### src/rtl/alu_pkg.sv
`default_nettype none
// ============================================================================
// Module      : alu_pkg
// Description : Opcode encoding for the ALU datapath. It is shared by the
//               bitwise logic unit and the ALU top-level result mux.
// Revision    : 1.0 - initial release
// ============================================================================
package alu_pkg;

  // Opcode for the bitwise logic unit.
  typedef logic [2:0] op_t;

  localparam op_t OP_AND  = 3'd0;
  localparam op_t OP_OR   = 3'd1;
  localparam op_t OP_NOR  = 3'd2;
  localparam op_t OP_XOR  = 3'd3;
  localparam op_t OP_NAND = 3'd4;
  localparam op_t OP_XNOR = 3'd5;
  localparam op_t OP_NOT  = 3'd6;  // NOT A
  localparam op_t OP_PASS = 3'd7;  // PASS A

  // Width of the flag bundle that travels with the result in stage 2.
  // The bits are {parity, ones, zero}.
  localparam int FLAG_W = 3;

endpackage : alu_pkg
`default_nettype wire

### src/rtl/logic_unit_pipe_if.sv
`default_nettype none
// ============================================================================
// Module      : logic_unit_pipe_if
// Description : Handshake and data bundle for logic_unit_pipe.
//               master : upstream/downstream side, which drives the operands
//                        and out_ready.
//               slave  : the logic unit itself.
// Ports       : in_valid/in_ready, A_in, B_in, op_in, acc_sel, acc_clr,
//               out_valid/out_ready, logic_out, zero_flag, ones_flag,
//               parity_flag
// Revision    : 1.0 - initial release
// ============================================================================
interface logic_unit_pipe_if
  import alu_pkg::*;
#(
  parameter int WIDTH = 4
);

  logic             in_valid;
  logic             in_ready;
  logic [WIDTH-1:0] A_in;
  logic [WIDTH-1:0] B_in;
  op_t              op_in;
  logic             acc_sel;
  logic             acc_clr;
  logic             out_valid;
  logic             out_ready;
  logic [WIDTH-1:0] logic_out;
  logic             zero_flag;
  logic             ones_flag;
  logic             parity_flag;

  modport master (
    output in_valid, A_in, B_in, op_in, acc_sel, acc_clr, out_ready,
    input  in_ready, out_valid, logic_out, zero_flag, ones_flag, parity_flag
  );

  modport slave (
    input  in_valid, A_in, B_in, op_in, acc_sel, acc_clr, out_ready,
    output in_ready, out_valid, logic_out, zero_flag, ones_flag, parity_flag
  );

endinterface : logic_unit_pipe_if
`default_nettype wire

### src/rtl/logic_pipe_stage.sv
`default_nettype none
// ============================================================================
// Module      : logic_pipe_stage
// Description : Valid/ready register slice. The slice loads whenever it is
//               empty or its content is being taken downstream. Data is
//               captured only with a valid beat, so it holds steady while
//               the slice stalls or idles.
// Ports       : clk, rst (async, active-high)
//               in_valid, in_data, in_ready  - upstream side
//               out_valid, out_data, out_ready - downstream side
// Revision    : 1.0 - initial release
// ============================================================================
module logic_pipe_stage #(
  parameter int                DATA_W    = 4,
  parameter logic [DATA_W-1:0] RESET_VAL = '0
) (
  input  wire                clk,
  input  wire                rst,
  input  wire                in_valid,
  input  wire   [DATA_W-1:0] in_data,
  output logic               in_ready,
  output logic               out_valid,
  output logic  [DATA_W-1:0] out_data,
  input  wire                out_ready
);

  logic              r_valid;
  logic [DATA_W-1:0] r_data;
  logic              w_load;

  // This path is combinational from out_ready only and never depends on
  // in_valid.
  assign w_load   = !r_valid || out_ready;
  assign in_ready = w_load;

  always_ff @(posedge clk or posedge rst) begin
    if (rst) begin
      r_valid <= 1'b0;
      r_data  <= RESET_VAL;
    end else if (w_load) begin
      r_valid <= in_valid;
      if (in_valid) begin
        r_data <= in_data;
      end
    end
  end

  assign out_valid = r_valid;
  assign out_data  = r_data;

endmodule : logic_pipe_stage
`default_nettype wire

### src/rtl/logic_unit_pipe.sv
`default_nettype none
// ============================================================================
// Module      : logic_unit_pipe
// Description : Two-stage pipelined bitwise logic unit. S1 registers the
//               per-bit function of op_in on (A, B operand). S2 registers
//               that result together with zero/all-ones/parity flags taken
//               from the S1 result, so the flags always match logic_out.
//               Optional feature macro: LOGIC_UNIT_ACC_EN. It adds a WIDTH-bit
//               accumulator that can replace B_in (acc_sel) and can be
//               cleared (acc_clr).
// Ports       : clk  - rising-edge clock
//               rst  - asynchronous active-high reset
//               bus  - logic_unit_pipe_if.slave (handshake, operands, result)
// Revision    : 1.0 - initial release
// ============================================================================
module logic_unit_pipe
  import alu_pkg::*;
#(
  parameter int WIDTH = 4
) (
  input  wire                clk,
  input  wire                rst,
  logic_unit_pipe_if.slave   bus
);

  // S2 resets to logic_out=0. Its flags then read zero=1, ones=0, parity=0.
  localparam logic [WIDTH+FLAG_W-1:0] C_S2_RESET = {3'b001, {WIDTH{1'b0}}};

  logic [WIDTH-1:0]        w_b_operand;
  logic [WIDTH-1:0]        w_result;
  logic                    w_s1_in_ready;
  logic                    w_s1_valid;
  logic [WIDTH-1:0]        w_s1_data;
  logic                    w_s2_in_ready;
  logic                    w_zero;
  logic                    w_ones;
  logic                    w_parity;
  logic [WIDTH+FLAG_W-1:0] w_s2_data;

  // --------------------------------------------------------------------------
  // B operand selection
  // --------------------------------------------------------------------------
`ifdef LOGIC_UNIT_ACC_EN
  logic             w_accept;
  logic [WIDTH-1:0] r_acc;

  assign w_accept    = bus.in_valid && w_s1_in_ready;
  // A beat reads the accumulator as it is at accept time. The beat that
  // arrives together with a clear therefore still sees the old value.
  assign w_b_operand = bus.acc_sel ? r_acc : bus.B_in;

  always_ff @(posedge clk or posedge rst) begin
    if (rst) begin
      r_acc <= '0;
    end else if (bus.acc_clr) begin
      r_acc <= '0;
    end else if (w_accept) begin
      r_acc <= w_result;
    end
  end
`else
  logic w_unused_acc;

  assign w_unused_acc = bus.acc_sel ^ bus.acc_clr;
  assign w_b_operand  = bus.B_in;
`endif

  // --------------------------------------------------------------------------
  // Bitwise function
  // --------------------------------------------------------------------------
  always_comb begin
    w_result = '0;
    case (bus.op_in)
      OP_AND:  w_result =   bus.A_in & w_b_operand;
      OP_OR:   w_result =   bus.A_in | w_b_operand;
      OP_NOR:  w_result = ~(bus.A_in | w_b_operand);
      OP_XOR:  w_result =   bus.A_in ^ w_b_operand;
      OP_NAND: w_result = ~(bus.A_in & w_b_operand);
      OP_XNOR: w_result = ~(bus.A_in ^ w_b_operand);
      OP_NOT:  w_result =  ~bus.A_in;
      OP_PASS: w_result =   bus.A_in;
      default: w_result = '0;
    endcase
  end

  // --------------------------------------------------------------------------
  // Stage 1: result only
  // --------------------------------------------------------------------------
  logic_pipe_stage #(
    .DATA_W    (WIDTH),
    .RESET_VAL ({WIDTH{1'b0}})
  ) u_s1 (
    .clk       (clk),
    .rst       (rst),
    .in_valid  (bus.in_valid),
    .in_data   (w_result),
    .in_ready  (w_s1_in_ready),
    .out_valid (w_s1_valid),
    .out_data  (w_s1_data),
    .out_ready (w_s2_in_ready)
  );

  // --------------------------------------------------------------------------
  // Flags are computed from the S1 result, ahead of the S2 register.
  // --------------------------------------------------------------------------
  assign w_zero    = (w_s1_data == '0);
  assign w_ones    = &w_s1_data;
  assign w_parity  = ^w_s1_data;
  assign w_s2_data = {w_parity, w_ones, w_zero, w_s1_data};

  // --------------------------------------------------------------------------
  // Stage 2: result and flags
  // --------------------------------------------------------------------------
  logic [WIDTH+FLAG_W-1:0] w_s2_q;

  logic_pipe_stage #(
    .DATA_W    (WIDTH + FLAG_W),
    .RESET_VAL (C_S2_RESET)
  ) u_s2 (
    .clk       (clk),
    .rst       (rst),
    .in_valid  (w_s1_valid),
    .in_data   (w_s2_data),
    .in_ready  (w_s2_in_ready),
    .out_valid (bus.out_valid),
    .out_data  (w_s2_q),
    .out_ready (bus.out_ready)
  );

  assign bus.in_ready    = w_s1_in_ready;
  assign bus.logic_out   = w_s2_q[WIDTH-1:0];
  assign bus.zero_flag   = w_s2_q[WIDTH];
  assign bus.ones_flag   = w_s2_q[WIDTH+1];
  assign bus.parity_flag = w_s2_q[WIDTH+2];

endmodule : logic_unit_pipe
`default_nettype wire

### src/flat_wrapper.sv
// flat-port wrapper written by rule: the top's interface ports become plain ports
module logic_unit_pipe_flat import alu_pkg::*;
#(
  parameter int WIDTH = 4
)
  (clk, rst, bus_in_valid, bus_A_in, bus_B_in, bus_op_in, bus_acc_sel, bus_acc_clr, bus_out_ready, bus_in_ready, bus_out_valid, bus_logic_out, bus_zero_flag, bus_ones_flag, bus_parity_flag);
  logic_unit_pipe_if #(.WIDTH(WIDTH)) bus_i ();
  input  wire clk;
  input  wire rst;
  input wire logic [$bits(bus_i.in_valid)-1:0] bus_in_valid;
  input wire logic [$bits(bus_i.A_in)-1:0] bus_A_in;
  input wire logic [$bits(bus_i.B_in)-1:0] bus_B_in;
  input wire logic [$bits(bus_i.op_in)-1:0] bus_op_in;
  input wire logic [$bits(bus_i.acc_sel)-1:0] bus_acc_sel;
  input wire logic [$bits(bus_i.acc_clr)-1:0] bus_acc_clr;
  input wire logic [$bits(bus_i.out_ready)-1:0] bus_out_ready;
  output wire logic [$bits(bus_i.in_ready)-1:0] bus_in_ready;
  output wire logic [$bits(bus_i.out_valid)-1:0] bus_out_valid;
  output wire logic [$bits(bus_i.logic_out)-1:0] bus_logic_out;
  output wire logic [$bits(bus_i.zero_flag)-1:0] bus_zero_flag;
  output wire logic [$bits(bus_i.ones_flag)-1:0] bus_ones_flag;
  output wire logic [$bits(bus_i.parity_flag)-1:0] bus_parity_flag;
  assign bus_i.in_valid = bus_in_valid;
  assign bus_i.A_in = bus_A_in;
  assign bus_i.B_in = bus_B_in;
  assign bus_i.op_in = bus_op_in;
  assign bus_i.acc_sel = bus_acc_sel;
  assign bus_i.acc_clr = bus_acc_clr;
  assign bus_i.out_ready = bus_out_ready;
  assign bus_in_ready = bus_i.in_ready;
  assign bus_out_valid = bus_i.out_valid;
  assign bus_logic_out = bus_i.logic_out;
  assign bus_zero_flag = bus_i.zero_flag;
  assign bus_ones_flag = bus_i.ones_flag;
  assign bus_parity_flag = bus_i.parity_flag;
  logic_unit_pipe #(.WIDTH(WIDTH)) u_core (.clk(clk), .rst(rst), .bus(bus_i));
endmodule
### config.mk
export PLATFORM = sky130hd
export DESIGN_NAME = logic_unit_pipe_flat
export DESIGN_NICKNAME = d
export VERILOG_FILES = /design/src/rtl/alu_pkg.sv /design/src/rtl/logic_unit_pipe_if.sv /design/src/rtl/logic_pipe_stage.sv /design/src/rtl/logic_unit_pipe.sv /design/src/flat_wrapper.sv
export SDC_FILE = /design/constraint.sdc
export NUM_CORES = 1
export LEC_CHECK = 0
export BUFFER_PORTS_ARGS = -buffer_cell sky130_fd_sc_hd__clkbuf_2
export CAP_MARGIN = 20
export CELL_PAD_IN_SITES_DETAIL_PLACEMENT = 0
export CELL_PAD_IN_SITES_GLOBAL_PLACEMENT = 1
export CORE_ASPECT_RATIO = 1.1
export CORE_MARGIN = 2
export CORE_UTILIZATION = 35
export DETAILED_ROUTE_END_ITERATION = 8
export HOLD_SLACK_MARGIN = 0.1
export MAX_ROUTING_LAYER = met4
export PLACE_DENSITY_LB_ADDON = 0.1
export SLEW_MARGIN = 25
export SYNTH_ARGS = -nofsm -noshare
export SYNTH_HDL_FRONTEND = slang
export SYNTH_SLANG_ARGS = --single-unit
### constraint.sdc
create_clock -name clk -period 2.81 [get_ports clk]
set_clock_uncertainty 0.2 [all_clocks]
set_input_delay 0.843 -clock clk [delete_from_list [all_inputs] [get_ports clk]]
set_output_delay 0.843 -clock clk [all_outputs]
set_load 0.1 [all_outputs]
==> flow_metrics.tcl, run 1 <==
set metrics [dict create \
    place_congestion 0.692 \
    worst_pin_slew_ns 0.540 \
    dp_hpwl_um 1420 \
    fmax_mhz 414 \
    clockRootBuffer "clkbuf_4" \
    first_global_vias 716 \
    routed_wl_um 1710 \
    antenna_cells 0 \
    core_area_um2 2730 \
    critPathMaxStageDelay_ns 0.23 \
    clk-insertion-delay-late_ns 0.26 \
    crit_slowest_cell "nand3b_1" \
    crit_chain "clkbuf_2 > nand3b_1 > buf_12" \
    synth_top_cell_by_area "dfrtp_1" \
    ys_warn_count 0 \
    finalSetupViolCount 0 \
    critPathArrivalTime_ns 1.37 \
    area_growth_pct 16.8 \
    crit_family "buffers and inverters" \
    cts.sinks 13 \
    dieArea_um2 3250 \
    drt_iter0_drc 5 \
    rrSetupSlack_ns 1.45 \
    track_usage_pct 13.3 \
    slew_violations 0 \
    die_w_um 54.6 \
    yosys_register_bits 13 \
    ys_async_sr_fraction_pct 100 \
    rsz0062_at_grt "no" \
    ys_seq_area_share_pct 33.2 \
    placed_area_um2 1120 \
    slew_headroom_pct 64.2 \
    io_pins 26 \
    synth_fp_nets 144 \
    antenna_found_initial 0 \
    whs_endpoint "u_core.u_s2.out_data[0]" \
    cts-resized-gates 0 \
    hold_path_depth 2 \
    final_antenna_net_count 0 \
    r2r_cells 3 \
    synth.top_cells.by_area "dfrtp_1 30%, ha_1 15%, nand2_1 6.1%" \
    cts_made_buffers 3 \
    grt_max_degree 19 \
    cts_setup_buffers 0 \
    syn_avg_cell_area_um2 8.56 \
    nNetsFinal 167 \
    avgViaCountPerCell 4.81 \
    peakVddDrop_v 0.000409 \
    hold_start "u_core.u_s2.out_data[0]" \
    hold_viol 0 \
    cts.hold.buffers_added 0 \
    overflow 0 \
    path_buf_inv 2 \
    htreeDepth 1 \
    start_kind "input port" \
    synthesis.area_um2 985 \
    power.density_nw_per_um2 621 \
    start_util_pct 36.1 \
    leakagePower_nw 0.585 \
    post-place-ws_ns 0.395 \
    drc 0 \
    synth_top_area_share_pct 30.5 \
    end_kind "output pin" \
    timing.final.crit_share_pct 85.9 \
    portBuffers 23 \
    drive_gt1_share_pct 21.2 \
    vias 817 \
    ys.flop_type "dfrtp_1" \
    regToRegStartpoint "u_core.u_s2.out_valid" \
    period_minus_slack_ns 2.41 \
    min_path_type "reg2reg" \
    rows 20 \
    setup_slack_ns 0.397 \
    routedWlPerCell_um 10.0 \
    design_area_um2 1150 \
    rr_endpoint "u_core.u_s1.out_data[3]" \
    fillCellCount 298 \
    drv_cap 0 \
    synth-edff-count 0 \
    cts_tree "done" \
    grt_pass1_wl_um 3040 \
    power.total_w 0.000714 \
    ctsLongestPathBuffers 2 \
    whs_ns 0.283 \
    synth.distinct_cells 30 \
    dieHeight_um 59.6 \
    firstDrtPassIters 4 \
    required_ns 1.77 \
    worstPathMaxFanout 3 \
    crit_type "in2out" \
    clkTransAtPathRegs_ns 0.07 \
    syn_inst 115 \
    status "finished, final reports clean" \
    fin_setup_tns_ns 0 \
]
[layout by cell type, fill, tap and decap left out, types with 2 or more instances in the layout]
| cell | Yosys | layout |
|---|---|---|
| nor2_1 | 5 | 5 |
| inv_1 | 15 | 15 |
| a21oi_1 | 2 | 2 |
| and3_1 | 2 | 2 |
| nand3b_1 | 2 | 2 |
| ha_1 | 12 | 12 |
| o31ai_1 | 4 | 4 |
| xnor2_1 | 3 | 3 |
| and2_1 | 2 | 2 |
| clkbuf_2 | 0 | 22 |
| o21ai_0 | 7 | 7 |
| nor2b_1 | 4 | 4 |
| a2111oi_1 | 2 | 2 |
| clkbuf_4 | 0 | 3 |
| o32ai_1 | 2 | 2 |
| dfrtp_1 | 12 | 11 |
| nand2_1 | 16 | 16 |
| nand2b_1 | 7 | 7 |
| a211oi_1 | 2 | 2 |
[sequential cells by signal, summed over array words and instances (netlist names)]
signal and count:
u_core.u_s1.out_data 4, u_core.u_s1.out_valid 1, u_core.u_s2.out_data 7, u_core.u_s2.out_valid 1
[worst max-delay path by stage]
stage / from / end / slack (ns) / cells past startpoint
4_1_cts: bus_out_ready / bus_in_ready / 0.39 / 3
3_5_place_dp: bus_out_ready / bus_in_ready / 0.40 / 3
6_report: bus_out_ready / bus_in_ready / 0.40 / 3
2_1_floorplan: bus_out_ready / bus_in_ready / 0.1 / 1
5_1_grt: bus_out_ready / bus_in_ready / 0.33 / 3
3_3_place_gp: bus_out_ready / bus_in_ready / 0.40 / 3
[logic make-up (layout without fill, tap and decap cells)]
family / Yosys count / in the layout / share of synthesized area [%]
multiplexers: 1 / 1 / 1.14
AO/OA/AOI/OAI: 25 / 25 / 17.8
buffers and inverters: 20 / 42 / 9.15
AND/OR/NAND/NOR: 41 / 41 / 20.8
adder cells (fa/ha/maj): 12 / 12 / 15.2
XOR/XNOR: 3 / 3 / 2.67
flip-flops: 13 / 13 / 33.2
[cell usage after synthesis (3+ instances only)]
cell type  instances
o31ai_1            4
o21ai_0            7
dfrtp_1           12
ha_1              12
nor2b_1            4
xnor2_1            3
inv_1             15
nand2b_1           7
nor2_1             5
nand2_1           16
buf_4              4
[per-layer routing]
layer / share of wire [%] / track usage [%] / vias to the layer above
met5: 0 / - / -
li1: - / - / 436
met3: 3.2 / 2.27 / 2
met1: 42 / 14.8 / 363
met4: 1.4 / 6.43 / 0
met2: 54 / 22.5 / 16
[final cells by class]
| class | instances | area (um2) | area share (%) |
|---|---|---|---|
| multi-input combinational | 82 | 568 | 49.4 |
| sequential | 13 | 328 | 28.5 |
| timing repair buffer | 23 | 130 | 11.3 |
| inverter | 15 | 56.3 | 4.90 |
| tap | 33 | 41.3 | 3.59 |
| clock buffer | 4 | 26.3 | 2.29 |
[tightest hold or removal path, stage by stage, from the launching register on]
cell	delay, ns
dfrtp_1	0.35
nand2_1	0.05
o21ai_0	0.06
[power by group]
part,total (W),switching (W),internal [W]
Clock,0.000109,0.0000545,0.0000548
Combinational,0.000359,0.000278,0.0000807
Sequential,0.000246,0.0000205,0.000226
[per-stage QoR]
step | util, % | cells
CTS | 42.2 | 170
global placement | 41.2 | 166
finish | 42.2 | 170
detailed placement | 41.2 | 166
global route | 42.2 | 170
floorplan | - | 115
(Power assumes the default switching activity.)
==> run 2, diff against run 1 <==
Settings changed: BUFFER_PORTS_ARGS -buffer_cell sky130_fd_sc_hd__clkbuf_2 to unset, DONT_BUFFER_PORTS set to 1.
==> run 2 against run 1 <==
  * Combinational power is 12% lower
  * Fmax barely moved
  * Via count fell by 7.8%
  * Sequential cell count is the same
  * Worst setup slack better by 0.0010 ns
  * Worst hold slack got worse by 0.0072 ns
  * Sequential power grew 13%
  * Critical endpoint unchanged
  * Largest cell class unchanged
==> flow_metrics.tcl, run 2 (same netlist as run 1, synthesis figures left out) <==
set metrics [dict create \
    dieHeight_um 59.6 \
    drv_cap 0 \
    cts-resized-gates 0 \
    clkTransAtPathRegs_ns 0.07 \
    cts.hold.buffers_added 0 \
    period_minus_slack_ns 2.41 \
    grt_pass1_wl_um 3020 \
    switching_power_w 0.000341 \
    start_util_pct 36.1 \
    largest_reg_flops 7 \
    place_congestion 0.680 \
    routedWlPerCell_um 11.0 \
    dp_hpwl_um 1360 \
    rsz0062_at_grt "no" \
    avgViaCountPerCell 4.89 \
    drc 0 \
    cts_tree "done" \
    layout_common_cells "16 x nand2_1, 15 x inv_1, 12 x ha_1" \
    cts_made_buffers 3 \
    required_ns 1.77 \
    grt_max_degree 19 \
    clk-insertion-delay-late_ns 0.27 \
    core_area_um2 2730 \
    regToRegStartpoint "u_core.u_s2.out_valid" \
    overflow 0 \
    finalSetupViolCount 0 \
    path_buf_inv 1 \
    routed_wl_um 1690 \
    crit_family "flip-flops" \
    power.total_w 0.000705 \
    critPathArrivalTime_ns 1.37 \
    final_antenna_net_count 0 \
    peakVddDrop_v 0.000430 \
    io_pins 26 \
    htreeDepth 1 \
    crit_type "reg2out" \
    slew_violations 0 \
    cts.sinks 13 \
    dieArea_um2 3250 \
    fmax_mhz 415 \
    p_comb_share_pct 44.7 \
    fin_setup_tns_ns 0 \
    leakagePower_nw 0.518 \
    portBuffers 0 \
    worstPathMaxFanout 3 \
    antenna_cells 0 \
    first_global_vias 756 \
    power_frac_seq_pct 39.5 \
    netSwitchingFraction_pct 48.4 \
    area_growth_pct 8.89 \
    status "finished, final reports clean" \
    intPower_w 0.000364 \
    hold_viol 0 \
    crit_chain "nand3b_1 > buf_4" \
    crit_slowest_cell "dfrtp_2" \
    timing.final.crit_share_pct 85.9 \
    slew_headroom_pct 66.4 \
    vias 753 \
    track_usage_pct 13.1 \
    power.density_nw_per_um2 657 \
    antenna_found_initial 0 \
    final_common_cell "nand2_1" \
    p_clk_share_pct 15.8 \
    min_path_type "in2async" \
    rrSetupSlack_ns 0.89 \
    clockRootBuffer "clkbuf_4" \
    r2r_cells 4 \
    nNetsFinal 151 \
    firstDrtPassIters 2 \
    die_w_um 54.6 \
    critPathMaxStageDelay_ns 0.61 \
    drt_iter0_drc 6 \
    rr_endpoint "u_core.u_s1.out_data[2]" \
    start_kind "flop" \
    worst_pin_slew_ns 0.504 \
    cts_setup_buffers 0 \
    rows 20 \
    drive_gt1_share_pct 10.7 \
    ctsLongestPathBuffers 2 \
    end_kind "output pin" \
]
run 2: stage by stage:
step | instance area [um2] | utilization [%] | worst slack [ns] | hold WS [ns] | std cells
after CTS | 1070 | 39.3 | 0.378 | 0.286 | 154
after floorplan | 986 | - | 0.0967 | 0.257 | 115
after global placement | 1050 | 38.3 | 0.532 | 0.265 | 150
final | 1070 | 39.3 | 0.398 | 0.276 | 154
after detailed placement | 1050 | 38.3 | 0.537 | 0.272 | 150
after global routing | 1070 | 39.3 | 0.342 | 0.307 | 154
run 2: worst max-delay path by stage:
stage / slack [ns] / startpoint / to / cells after the start
6_report: 0.40 / u_core.u_s2.out_valid / bus_in_ready / 2
5_1_grt: 0.34 / u_core.u_s2.out_valid / bus_in_ready / 2
4_1_cts: 0.38 / u_core.u_s2.out_valid / bus_in_ready / 2
3_5_place_dp: 0.54 / bus_out_ready / bus_in_ready / 2
3_3_place_gp: 0.53 / bus_out_ready / bus_in_ready / 2
2_1_floorplan: 0.1 / bus_out_ready / bus_in_ready / 1
run 2: area by class of cell:
cell class / instances / area (um2)
flip-flops and latches: 13 / 328
fillers: 294 / 1660
repair buffers: 7 / 52.6
inverters: 15 / 56.3
well taps: 33 / 41.3
multi-input cells: 82 / 568
clock buffers: 4 / 26.3
run 2: power by group through the flow:
| stage | Combinational (W) | Clock (W) | Sequential (W) |
|---|---|---|---|
| 2_1_floorplan | 0.000115 | 0 | 0.000434 |
| 3_3_place_gp | 0.000317 | 0 | 0.000282 |
| 3_5_place_dp | 0.000319 | 0 | 0.000283 |
| 4_1_cts | 0.000319 | 0.000121 | 0.000279 |
| 5_1_grt | 0.000341 | 0.000133 | 0.000286 |
| 6_report | 0.000315 | 0.000111 | 0.000278 |
run 2: routing by layer:
metal / global-route usage [%] / share of wire, %
met5: - / 0
met1: 14.1 / 43
met3: 2.27 / 4.6
met4: 7.50 / 1.4
met2: 22.2 / 51
